$ cat src/rtl/alu_exec_unit.sv
// alu_exec_unit
// Sequential ALU execution stage. It accepts an operation code and two operands
// through a start/ready handshake. Single-cycle operations finish at the accept
// edge. MUL runs an iterative shift-add multiplier for DATA_WIDTH cycles. Every
// completion shows a one-cycle done_o pulse.
//
// Ports:
//   clk              rising-edge clock
//   reset            synchronous, active-high reset
//   start_i          request valid; accepted when start_i && ready_o at clk edge
//   ALU_Operation_i  4-bit operation code, sampled on accept
//   A_i, B_i         operands, sampled on accept
//   ready_o          high only while idle
//   busy_o           high while multiplying or presenting a result
//   done_o           one-cycle pulse when ALU_Result_o/Zero_o are fresh
//   ALU_Result_o     registered result, held until the next completion
//   Zero_o           registered zero/branch flag, held until the next completion
module alu_exec_unit #(
   parameter int DATA_WIDTH  = 32,
   parameter int SHAMT_WIDTH = $clog2(DATA_WIDTH)
) (
   input  logic                  clk,
   input  logic                  reset,
   input  logic                  start_i,
   input  logic [3:0]            ALU_Operation_i,
   input  logic [DATA_WIDTH-1:0] A_i,
   input  logic [DATA_WIDTH-1:0] B_i,
   output logic                  ready_o,
   output logic                  busy_o,
   output logic                  done_o,
   output logic [DATA_WIDTH-1:0] ALU_Result_o,
   output logic                  Zero_o
);

   typedef enum logic [1:0] {IDLE, MUL, DONE} state_t;

   localparam logic [3:0] OP_ADD = 4'b0000;
   localparam logic [3:0] OP_SUB = 4'b0001;
   localparam logic [3:0] OP_BNE = 4'b0010;
   localparam logic [3:0] OP_SLL = 4'b0011;
   localparam logic [3:0] OP_OR  = 4'b0100;
   localparam logic [3:0] OP_AND = 4'b0101;
   localparam logic [3:0] OP_XOR = 4'b0110;
   localparam logic [3:0] OP_SRL = 4'b0111;
   localparam logic [3:0] OP_MUL = 4'b1000;
   localparam logic [3:0] OP_BEQ = 4'b1001;
   localparam logic [3:0] OP_BGE = 4'b1010;
   localparam logic [3:0] OP_LUI = 4'b1011;

   localparam int CNT_WIDTH = (DATA_WIDTH > 1) ? $clog2(DATA_WIDTH) : 1;
   localparam logic [CNT_WIDTH-1:0] CNT_LAST = CNT_WIDTH'(DATA_WIDTH - 1);

   state_t                state;
   logic [DATA_WIDTH-1:0] acc;
   logic [DATA_WIDTH-1:0] mcand;
   logic [DATA_WIDTH-1:0] mplier;
   logic [CNT_WIDTH-1:0]  cnt;

   logic [DATA_WIDTH-1:0] diff;
   logic [DATA_WIDTH-1:0] single_result;
   logic                  single_zero;
   logic [DATA_WIDTH-1:0] mul_sum;

   assign diff = A_i - B_i;

   // The accumulator value after the current multiply step. The final step uses
   // this value directly so that the result is ready on the last MUL edge.
   assign mul_sum = acc + (mplier[0] ? mcand : '0);

   // Result and flag of every single-cycle operation, computed from the live
   // operands so that they can be registered on the accept edge. Branch codes
   // replace the generic result==0 flag with their own comparison. MUL and the
   // undefined codes give zero here. MUL never takes this path.
   always_comb begin
      single_result = '0;
      single_zero   = 1'b0;
      case (ALU_Operation_i)
         OP_ADD:  single_result = A_i + B_i;
         OP_SUB:  single_result = diff;
         OP_SLL:  single_result = A_i << B_i[SHAMT_WIDTH-1:0];
         OP_SRL:  single_result = A_i >> B_i[SHAMT_WIDTH-1:0];
         OP_OR:   single_result = A_i | B_i;
         OP_AND:  single_result = A_i & B_i;
         OP_XOR:  single_result = A_i ^ B_i;
         OP_LUI:  single_result = B_i;
         OP_BNE:  single_result = diff;
         OP_BEQ:  single_result = diff;
         OP_BGE:  single_result = diff;
         default: single_result = '0;
      endcase
      case (ALU_Operation_i)
         OP_BNE:  single_zero = (A_i != B_i);
         OP_BEQ:  single_zero = (A_i == B_i);
         OP_BGE:  single_zero = ($signed(A_i) >= $signed(B_i));
         default: single_zero = (single_result == '0);
      endcase
   end

   // Control FSM and datapath registers. The handshake outputs are registered
   // next to the state so that they always match it. ready_o is high only in
   // IDLE. busy_o is high in MUL and DONE. done_o is high in DONE.
   // In MUL, each edge adds the shifted multiplicand when the current
   // multiplier bit is set. The multiplier bit is then shifted out. The result
   // and flag are written only on a completion edge.
   always_ff @(posedge clk) begin
      if (reset) begin
         state        <= IDLE;
         ready_o      <= 1'b1;
         busy_o       <= 1'b0;
         done_o       <= 1'b0;
         ALU_Result_o <= '0;
         Zero_o       <= 1'b0;
         acc          <= '0;
         mcand        <= '0;
         mplier       <= '0;
         cnt          <= '0;
      end else begin
         case (state)
            IDLE: begin
               if (start_i) begin
                  ready_o <= 1'b0;
                  busy_o  <= 1'b1;
                  if (ALU_Operation_i == OP_MUL) begin
                     acc    <= '0;
                     mcand  <= A_i;
                     mplier <= B_i;
                     cnt    <= '0;
                     state  <= MUL;
                  end else begin
                     ALU_Result_o <= single_result;
                     Zero_o       <= single_zero;
                     done_o       <= 1'b1;
                     state        <= DONE;
                  end
               end
            end
            MUL: begin
               acc    <= mul_sum;
               mcand  <= mcand << 1;
               mplier <= mplier >> 1;
               cnt    <= cnt + 1'b1;
               if (cnt == CNT_LAST) begin
                  ALU_Result_o <= mul_sum;
                  Zero_o       <= (mul_sum == '0);
                  done_o       <= 1'b1;
                  state        <= DONE;
               end
            end
            DONE: begin
               ready_o <= 1'b1;
               busy_o  <= 1'b0;
               done_o  <= 1'b0;
               state   <= IDLE;
            end
            default: begin
               ready_o <= 1'b1;
               busy_o  <= 1'b0;
               done_o  <= 1'b0;
               state   <= IDLE;
            end
         endcase
      end
   end

endmodule
$ cat config.mk
export PLATFORM = sky130hd
export DESIGN_NAME = alu_exec_unit
export DESIGN_NICKNAME = d
export VERILOG_FILES = /design/src/rtl/alu_exec_unit.sv
export SDC_FILE = /design/constraint.sdc
export NUM_CORES = 1
export LEC_CHECK = 0
export ABC_AREA = 1
export CAP_MARGIN = 20
export CORE_UTILIZATION = 39
export DETAILED_ROUTE_END_ITERATION = 10
export GPL_TIMING_DRIVEN = 0
export MAX_ROUTING_LAYER = met4
export SLEW_MARGIN = 20
export SYNTH_ARGS = -nofsm -noshare
export SYNTH_HDL_FRONTEND = slang
export SYNTH_SLANG_ARGS = --single-unit
$ cat constraint.sdc
create_clock -name clk -period 3.79 [get_ports clk]
set_input_delay 0.758 -clock clk [delete_from_list [all_inputs] [get_ports clk]]
set_output_delay 0.758 -clock clk [all_outputs]
set_load 0.02 [all_outputs]
Word-level counts from Yosys, hierarchy flattened. Index checks and enable logic that the tools add are counted.

$add $sub $neg: 4. $lt $le $gt $ge: 1. Equal/unequal tests: 19. Shift-type cells: 2. Mux-type cells: 35. Bitwise gates (word level): 4. Reductions and logical operators: 11.

Operator list (count): 32-bit 2-to-1 mux (10); 32-bit case mux with 2 select lines (4); 32-bit case mux with 8 select lines (1); 32-bit adder (2); 32-bit zero test (2); 32-bit AND (1); 32-bit equality test (1); 32-bit >= comparator (1); 32-bit != test (1); 32-bit OR (1); 32-bit by 5-bit left shift with 32-bit output (1); 32-bit by 5-bit >> shifter with 32-bit output (1); 32-bit subtractor (1); 32-bit XOR (1); 4-bit by 3-bit equality test with 1-bit output (second input constant) (4); 4-bit equality test (second input constant) (4); 5-bit 2-to-1 mux (2); 5-bit case mux with 2 select lines (1); 4-bit by 2-bit equality test with 1-bit output (second input constant) (2); 1-bit 2-to-1 mux (8); 2-bit != test (second input constant) (4); 1-bit case mux with 2 select lines (4); 2-bit 2-to-1 mux (3); 3-bit AND reduction (2); 13 further kinds (14).

Register bits: 139. Input bits: 71. Word-level logic and storage cells: 86.

Longest topological paths before layout. Gate-level depths: netlist (run 1).

Depth in word-level cells: 8. Mapped depth: 27.

Worst setup path after synthesis (run 1). No wires, ideal clock.

Kind: input-to-reg. From: input port B_i[3]. To: register Zero_o. Library setup time: 0.109 ns. Arrival: 3.113 ns. Slack: 0.568 ns. Cell stages on the path: 23. Path buffers: 3. Path through: inv_2 > buf_2 > buf_1 > ha_1 > buf_4 > inv_1 > nand3_1 > nand2_1 > nand2_1 > nand3_1 > nand2_1 > nand2_1 > nand2_1 > nand3_1 > nand2_1 > o21ai_0 > o21ai_0 > a31oi_1 > nand2_1 > nand2_1 > nand3_1 > nand2_1 > inv_1.

Word-level cells in the longest chain between the ends: 7. Elaborated cells on any way between the ends: 16.

RTL lines: from (decl) (line 27) `input logic [DATA_WIDTH-1:0] B_i,`; 32-bit subtractor, or another cell as far along (line 64) `assign diff = A_i - B_i;`; 32-bit case mux with 8 select lines (line 77) `case (ALU_Operation_i)`; 32-bit zero test (line 95) `default: single_zero = (single_result == '0);`; 1-bit case mux with 3 select lines (*) (line 91) `case (ALU_Operation_i)`; 1-bit 2-to-1 mux (*) (line 123) `if (ALU_Operation_i == OP_MUL) begin`; 1-bit 2-to-1 mux (*) (line 120) `if (start_i) begin`; 1-bit case mux with 2 select lines (*) (line 118) `case (state)`; to (signal assigned) (line 131) `Zero_o <= single_zero;`; to (signal assigned) (line 144) `Zero_o <= (mul_sum == '0);`; to (decl) (line 32) `output logic Zero_o`.

Mark *: on every way between the ends. The rest lies on a longest branch, timed or not. The select of a mux whose other input is x is not followed. A chain may end at the register's enable or synchronous reset.

Final worst setup path (run 1).
From: input port B_i[31]. To: register Zero_o.

Word-level cells in the longest chain between the ends: 7. Elaborated cells on any way between the ends: 14.

RTL lines (line): 32-bit subtractor, or another cell as far along (64); 32-bit case mux with 8 select lines (77); 32-bit zero test (95); 1-bit case mux with 3 select lines (*) (91); 1-bit 2-to-1 mux (*) (123); 1-bit 2-to-1 mux (*) (120); 1-bit case mux with 2 select lines (*) (118).

Marks and branches as above.

==> flow_summary.ini, run 1 <==
[cells_and_area]
areaGrowthSynthToFinish_pct = 14.8
layout-drive-gt1-share = 0.0779
final_common_cell = nand2_1
final_nets = 3614
final_cell_mix = 965 x nand2_1, 540 x nand3_1, 407 x inv_1
final_cell_area_sq_um = 20500
stdcell_count = 4019
utilization = 0.452

[placement]
gp_congestion = 1.09
dpl-instance-area_sq_um = 19600
io_buffers = 105
dp.cells = 3980
hpwl_um = 84300

[detailed_routing]
drt_wl_total_um = 103000
ant_nets = 0
route.met3.wl_um = 12100
routed.top_layer = met4
firstDrtPassIters = 6
drt_iter0_drc = 3520
drc = 0
vias_per_cell = 5.89
drt-met1-wl_um = 45200
wl_per_cell_um = 25.7
route.met2.wl_um = 40800
vias = 23689

[timing]
final.setup.tns_ns = -0.0181
rsz0062_at_grt = false
fin_crit_ns = 3.81
tightest_slew_ns = 0.997
hold_viol_final = 0
skew_ns = 0.0164
finalWorstSetupSlack_ns = -0.0181
finalCritPeriodShare = 1.00
final_max_slew_viol_count = 0
slew_headroom = 0.336
hold_slack_ns = 0.450
fmax_mhz = 263
setup_viol = 1

[worst_setup_path]
cp-start-kind = input port
crit_path_max_incr_delay_ns = 0.66
end_kind = register
required_ns = 4.16
cp_max_fo = 6
critPathArrivalTime_ns = 4.18
slowest_stage = clkdlybuf4s50_1
cp_num_buf_inv = 4
crit_type = input port to register
crit_chain = clkdlybuf4s50_1 > inv_1 > ha_2 > inv_1 > a21oi_2 > nand3_1 > nor2_2 > a21oi_1 > o21ai_1 > o21ai_0 > a31oi_2 > nand2_1 > nand2_1 > nand3_1 > nand2_1 > inv_1
crit_family = buffers and inverters

[synthesis]
synth.distinct_cells = 37
ys_seq_area_frac = 0.156
synth_flop_cell = dfxtp_1
synth-seq-cells = 139
syn_area_sq_um = 17800
synth.net_count = 3486
synth_edf_count = 0
yosys.area.top_type = nand2_1
yosys_warnings = 0
synth_top_area_share = 0.207
syn_avg_cell_area_sq_um = 5.45
synthCells = 3275
synthTopCellsByArea = nand2_1 21%, dfxtp_1 16%, nand3_1 16%, ha_1 9.6%, inv_1 8.6%
synthArstFlopShare = 0

[floorplan]
initial_core_util = 0.394
die_w_um = 216
dieArea_sq_um = 46600
die_h_um = 216
rows = 78
ios = 107
core-area_sq_um = 45300

[global_routing]
grt_overflow = 0
grt_pass1_vias = 21184
grt_pass1_wl_um = 148000
grt.total_usage = 0.452
grt_max_degree = 17
antenna_found_initial = 3

[cts]
cts_tree = built
cts_root_buf = clkbuf_16
cts.path.max_buffers = 2
clkTransAtPathRegs_ns = 0.07
numCtsBuffers = 17
clock_sinks = 139
htreeDepth = 4
worstSkewPairLatency_ns = 0.49

[pwr]
p_clk_frac = 0.288
leakage_nw = 10.6
power.internal_w = 0.00317
p_comb_frac = 0.429
seqPwrFrac = 0.283
powerDensity_nw_per_um2 = 288
peakVddDrop_mv = 0.247
switching_share = 0.463
p_sw_w = 0.00274

[status]
violations = setup timing
status = complete, but fails checks

[min_path]
min_path_type = register to register

[job]
drv_cap = 0
-- cell families after synthesis --
logic type	after synthesis	synth area share
compound gates	449	0.139
flops	139	0.156
buf+inv	576	0.130
fa+ha+maj	140	0.0994
simple gates	1954	0.467
xor+xnor	17	0.00834
-- metrics by stage --
step           power [W]  setup WS [ns]
4_1_cts          0.00577       0.000986
3_5_place_dp     0.00408          -1.83
5_1_grt          0.00615        0.00373
3_3_place_gp     0.00409          -1.77
6_report         0.00591        -0.0181
2_1_floorplan    0.00305          0.568
-- sequential cells by signal (all words and copies together) (netlist names) --
signal and count:
busy_o 1, mplier 32, state 2, ready_o 1, cnt 5, acc 32, ALU_Result_o 32, done_o 1
Zero_o 1, mcand 32
-- layer usage --
| metal | track usage | vias to the layer above |
|---|---|---|
| li1 | - | 10963 |
| met1 | 0.624 | 11071 |
| met2 | 0.624 | 1419 |
| met3 | 0.103 | 236 |
| met4 | 0.186 | 0 |
| met5 | - | - |
-- what timing repair did --
action,CTS,global route
buffers inserted,4,2
cloned,0,0
gates resized for setup,104,119
endpoints found under the setup margin,29,5
hold buffers,0,0
pin swaps,5,12
-- tightest hold or removal path, cell delays in order, from the launching register on --
cell and delay [ns]:
dfxtp_1 0.31, nand2_1 0.06, nand2_1 0.04
-- Yosys cell counts, types with 6 or more instances --
cell type	count
buf_1	10
nand2_1	982
buf_2	62
xor2_1	12
buf_6	6
a31oi_1	85
dfxtp_1	139
and2_1	11
o22ai_1	33
nand2_2	26
inv_1	409
a21oi_1	141
nand3_1	556
clkbuf_1	69
inv_2	6
o211ai_1	19
nand4_1	33
ha_1	137
nor3_1	27
nor2_1	289
o21bai_1	9
o21ai_0	155
buf_4	10
or2_2	12
-- cell type report --
class / count / area (sq um)
clock inverter: 15 / 144
inverter: 419 / 1580
multi-input combinational: 2560 / 13000
timing repair buffer: 111 / 972
tap: 600 / 751
buffer: 155 / 786
clock buffer: 17 / 425
sequential: 139 / 2780
fill: 5176 / 24800
antenna: 3 / 7.51
-- worst paths after layout --
check	slack, ns	startpoint	to	depth (start not counted)
worst max-delay path	-0.02	B_i[31]	Zero_o$_SDFFE_PP0P_	16
worst min-delay path	0.45	ready_o$_SDFFE_PP1P_	ready_o$_SDFFE_PP1P_	2
worst max register to register	0.16	mplier[0]$_SDFFE_PP0P_	Zero_o$_SDFFE_PP0P_	16
worst min register to register	0.45	ready_o$_SDFFE_PP1P_	ready_o$_SDFFE_PP1P_	2
-- power by group through the flow --
stage	registers, W	clock network (W)	logic (W)
finish	0.00167	0.00170	0.00254
global route	0.00168	0.00177	0.00270
CTS	0.00167	0.00170	0.00241
detailed placement	0.00170	0	0.00238
global placement	0.00170	0	0.00239
floorplan	0.00173	0	0.00131
(Power assumes the default switching activity.)
==> run 2: changes to the inputs <==
--- a/config.mk
+++ b/config.mk
@@ -11,6 +11,7 @@
 export DETAILED_ROUTE_END_ITERATION = 10
 export GPL_TIMING_DRIVEN = 0
 export MAX_ROUTING_LAYER = met4
+export PLACE_DENSITY = 0.56
 export SLEW_MARGIN = 20
 export SYNTH_ARGS = -nofsm -noshare
 export SYNTH_HDL_FRONTEND = slang
==> run 2 against run 1 <==
- the run now ends clean
- clock skew shrank 0.0063 ns
- die area unchanged
- hold slack improved by 0.0067 ns
- fmax increased by 0.93%
- cell area is 0.62% higher
- routed wire length shrank 4.8%
- global-route usage fell by 3.0 points
- final cell count about the same
- critical path type unchanged
- largest power group unchanged
- highest routed layer unchanged
==> flow_summary.ini, run 2 (same netlist as run 1, synthesis figures left out) <==
[detailed_routing]
ant_nets = 0
drt_wl_total_um = 98400
drc = 0
drt_iter0_drc = 3548
wl_per_cell_um = 24.5
vias = 23843
vias_per_cell = 5.93
firstDrtPassIters = 8

[timing]
hold_slack_ns = 0.457
final.setup.tns_ns = 0
setup_viol = 0
skew_ns = 0.0101
final_max_slew_viol_count = 0
hold_viol_final = 0
fmax_mhz = 265
fin_crit_ns = 3.77
slew_headroom = 0.325
tightest_slew_ns = 1.01
finalCritPeriodShare = 0.996

[worst_setup_path]
rr_worst_depth = 18
cp_max_fo = 10
crit_top_cell = nand2_1
worstSetupPathDepth = 20
end_kind = register
r2r_end = Zero_o$_SDFFE_PP0P_
crit_type = input port to register
reg2reg_slack_ns = 0.13
crit_end = Zero_o$_SDFFE_PP0P_
startpoint = B_i[1]
required_ns = 4.19
reg2reg_from = mplier[0]$_SDFFE_PP0P_
crit_path_max_incr_delay_ns = 0.52
cp_num_buf_inv = 5
critPathArrivalTime_ns = 4.17
crit_chain = clkdlybuf4s50_1 > buf_4 > inv_6 > buf_2 > nand3_1 > nand3_1 > nand2_1 > o21ai_1 > nor2_1 > nor2_1 > nand3_2 > nor2_1 > nand2_1 > nor2_1 > nand3_1 > nand2_1 > nand2_1 > nand3_1 > nand2_1 > inv_1
slowest_stage = o21ai_1
crit_family = simple AND/OR/NAND/NOR gates
cp-start-kind = input port

[status]
status = finished clean

[cts]
cts.path.max_buffers = 2
hold_buffers = 0
clock_sinks = 139
numCtsBuffers = 17
clkTransAtPathRegs_ns = 0.06
cts_root_buf = clkbuf_16
cts_tree = built
htreeDepth = 4
worstSkewPairLatency_ns = 0.45

[floorplan]
die_h_um = 216
dieArea_sq_um = 46600
core-area_sq_um = 45300
initial_core_util = 0.394
rows = 78
ios = 107
die_w_um = 216

[cells_and_area]
final_common_cell = nand2_1
layout-drive-gt1-share = 0.0740
n_fill_cell = 5140
final_nets = 3617
final_cell_mix = 968 x nand2_1, 535 x nand3_1, 408 x inv_1
areaGrowthSynthToFinish_pct = 15.5

[global_routing]
grt.total_usage = 0.422
grt_pass1_wl_um = 140000
grt_overflow = 0
grt_pass1_vias = 21214
antenna_found_initial = 2
grt_max_degree = 17

[pwr]
switching_share = 0.441
p_sw_w = 0.00260
peakVddDrop_mv = 0.272
powerDensity_nw_per_um2 = 286
p_clk_frac = 0.289
leakage_nw = 10.7
seqPwrFrac = 0.282
power.internal_w = 0.00330
p_comb_frac = 0.429

[placement]
hpwl_um = 81200
io_buffers = 105
gp_congestion = 1.15

[job]
drv_cap = 0

[min_path]
min_path_type = register to register
==> run 2: metal layers <==
metal / vias up / wire [um] / track usage
li1: 10941 / - / -
met5: - / 0 / -
met1: 11172 / 43800 / 0.595
met2: 1505 / 37700 / 0.559
met4: 0 / 5170 / 0.193
met3: 225 / 11800 / 0.0978
==> run 2: area by class of cell <==
class,instances,area [sq um],share of cell area
antenna,2,5.00,0.000243
buffer,155,800,0.0388
clock buffer,18,439,0.0213
clock inverter,13,145,0.00704
inverter,419,1580,0.0769
multi-input combinational,2560,13000,0.632
sequential,139,2780,0.135
tap,600,751,0.0364
timing repair buffer,114,1070,0.0522
==> run 2: stage by stage <==
step / cells / cell area, sq um / utilization / setup slack (ns) / power, W
floorplan: 3275 / 17800 / - / 0.568 / 0.00305
global placement: 3980 / 19600 / 0.434 / -1.89 / 0.00404
detailed placement: 3980 / 19600 / 0.434 / -1.91 / 0.00405
CTS: 4012 / 20400 / 0.450 / 0.00260 / 0.00576
global route: 4020 / 20600 / 0.455 / -0.0284 / 0.00612
finish: 4020 / 20600 / 0.455 / 0.0170 / 0.00590
==> run 2: repair_timing <==
| action | CTS | global route |
|---|---|---|
| pin swaps | 2 | 7 |
| gates cloned | 1 | 0 |
| setup endpoints to repair | 30 | 5 |
| gates resized for setup | 92 | 96 |
| setup buffers | 2 | 6 |
==> run 2: worst min-delay path by stage <==
stage | slack [ns] | endpoint | depth (start not counted) | from
3_3_place_gp | 0.43 | ready_o$_SDFFE_PP1P_ | 2 | ready_o$_SDFFE_PP1P_
5_1_grt | 0.48 | busy_o$_SDFFE_PP0P_ | 2 | busy_o$_SDFFE_PP0P_
3_5_place_dp | 0.45 | ready_o$_SDFFE_PP1P_ | 2 | ready_o$_SDFFE_PP1P_
6_report | 0.46 | ready_o$_SDFFE_PP1P_ | 2 | ready_o$_SDFFE_PP1P_
4_1_cts | 0.46 | ready_o$_SDFFE_PP1P_ | 2 | ready_o$_SDFFE_PP1P_
2_1_floorplan | 0.44 | cnt[2]$_SDFFE_PP0P_ | 1 | cnt[2]$_SDFFE_PP0P_
==> run 2: worst register-to-register path: stages (launching register included) <==
cell and delay [ns]:
dfxtp_2 0.42, clkbuf_1 0.38, nand2_1 0.10, inv_1 0.07, ha_1 0.28, a21oi_1 0.34
o21ai_0 0.15, a21oi_1 0.29, nand3_1 0.30, a21o_1 0.27, nand2_1 0.14, nand3_1 0.12
nand2_1 0.09, nand2_1 0.06, nor2_1 0.10, nand4_1 0.21, nand3_1 0.18, nand2_1 0.06
inv_1 0.04
==> run 2: power groups by stage <==
stage	combinational [W]	clock (W)	sequential [W]
2_1_floorplan	0.00131	0	0.00173
3_3_place_gp	0.00235	0	0.00168
3_5_place_dp	0.00236	0	0.00169
4_1_cts	0.00239	0.00171	0.00166
5_1_grt	0.00268	0.00177	0.00167
6_report	0.00253	0.00171	0.00166
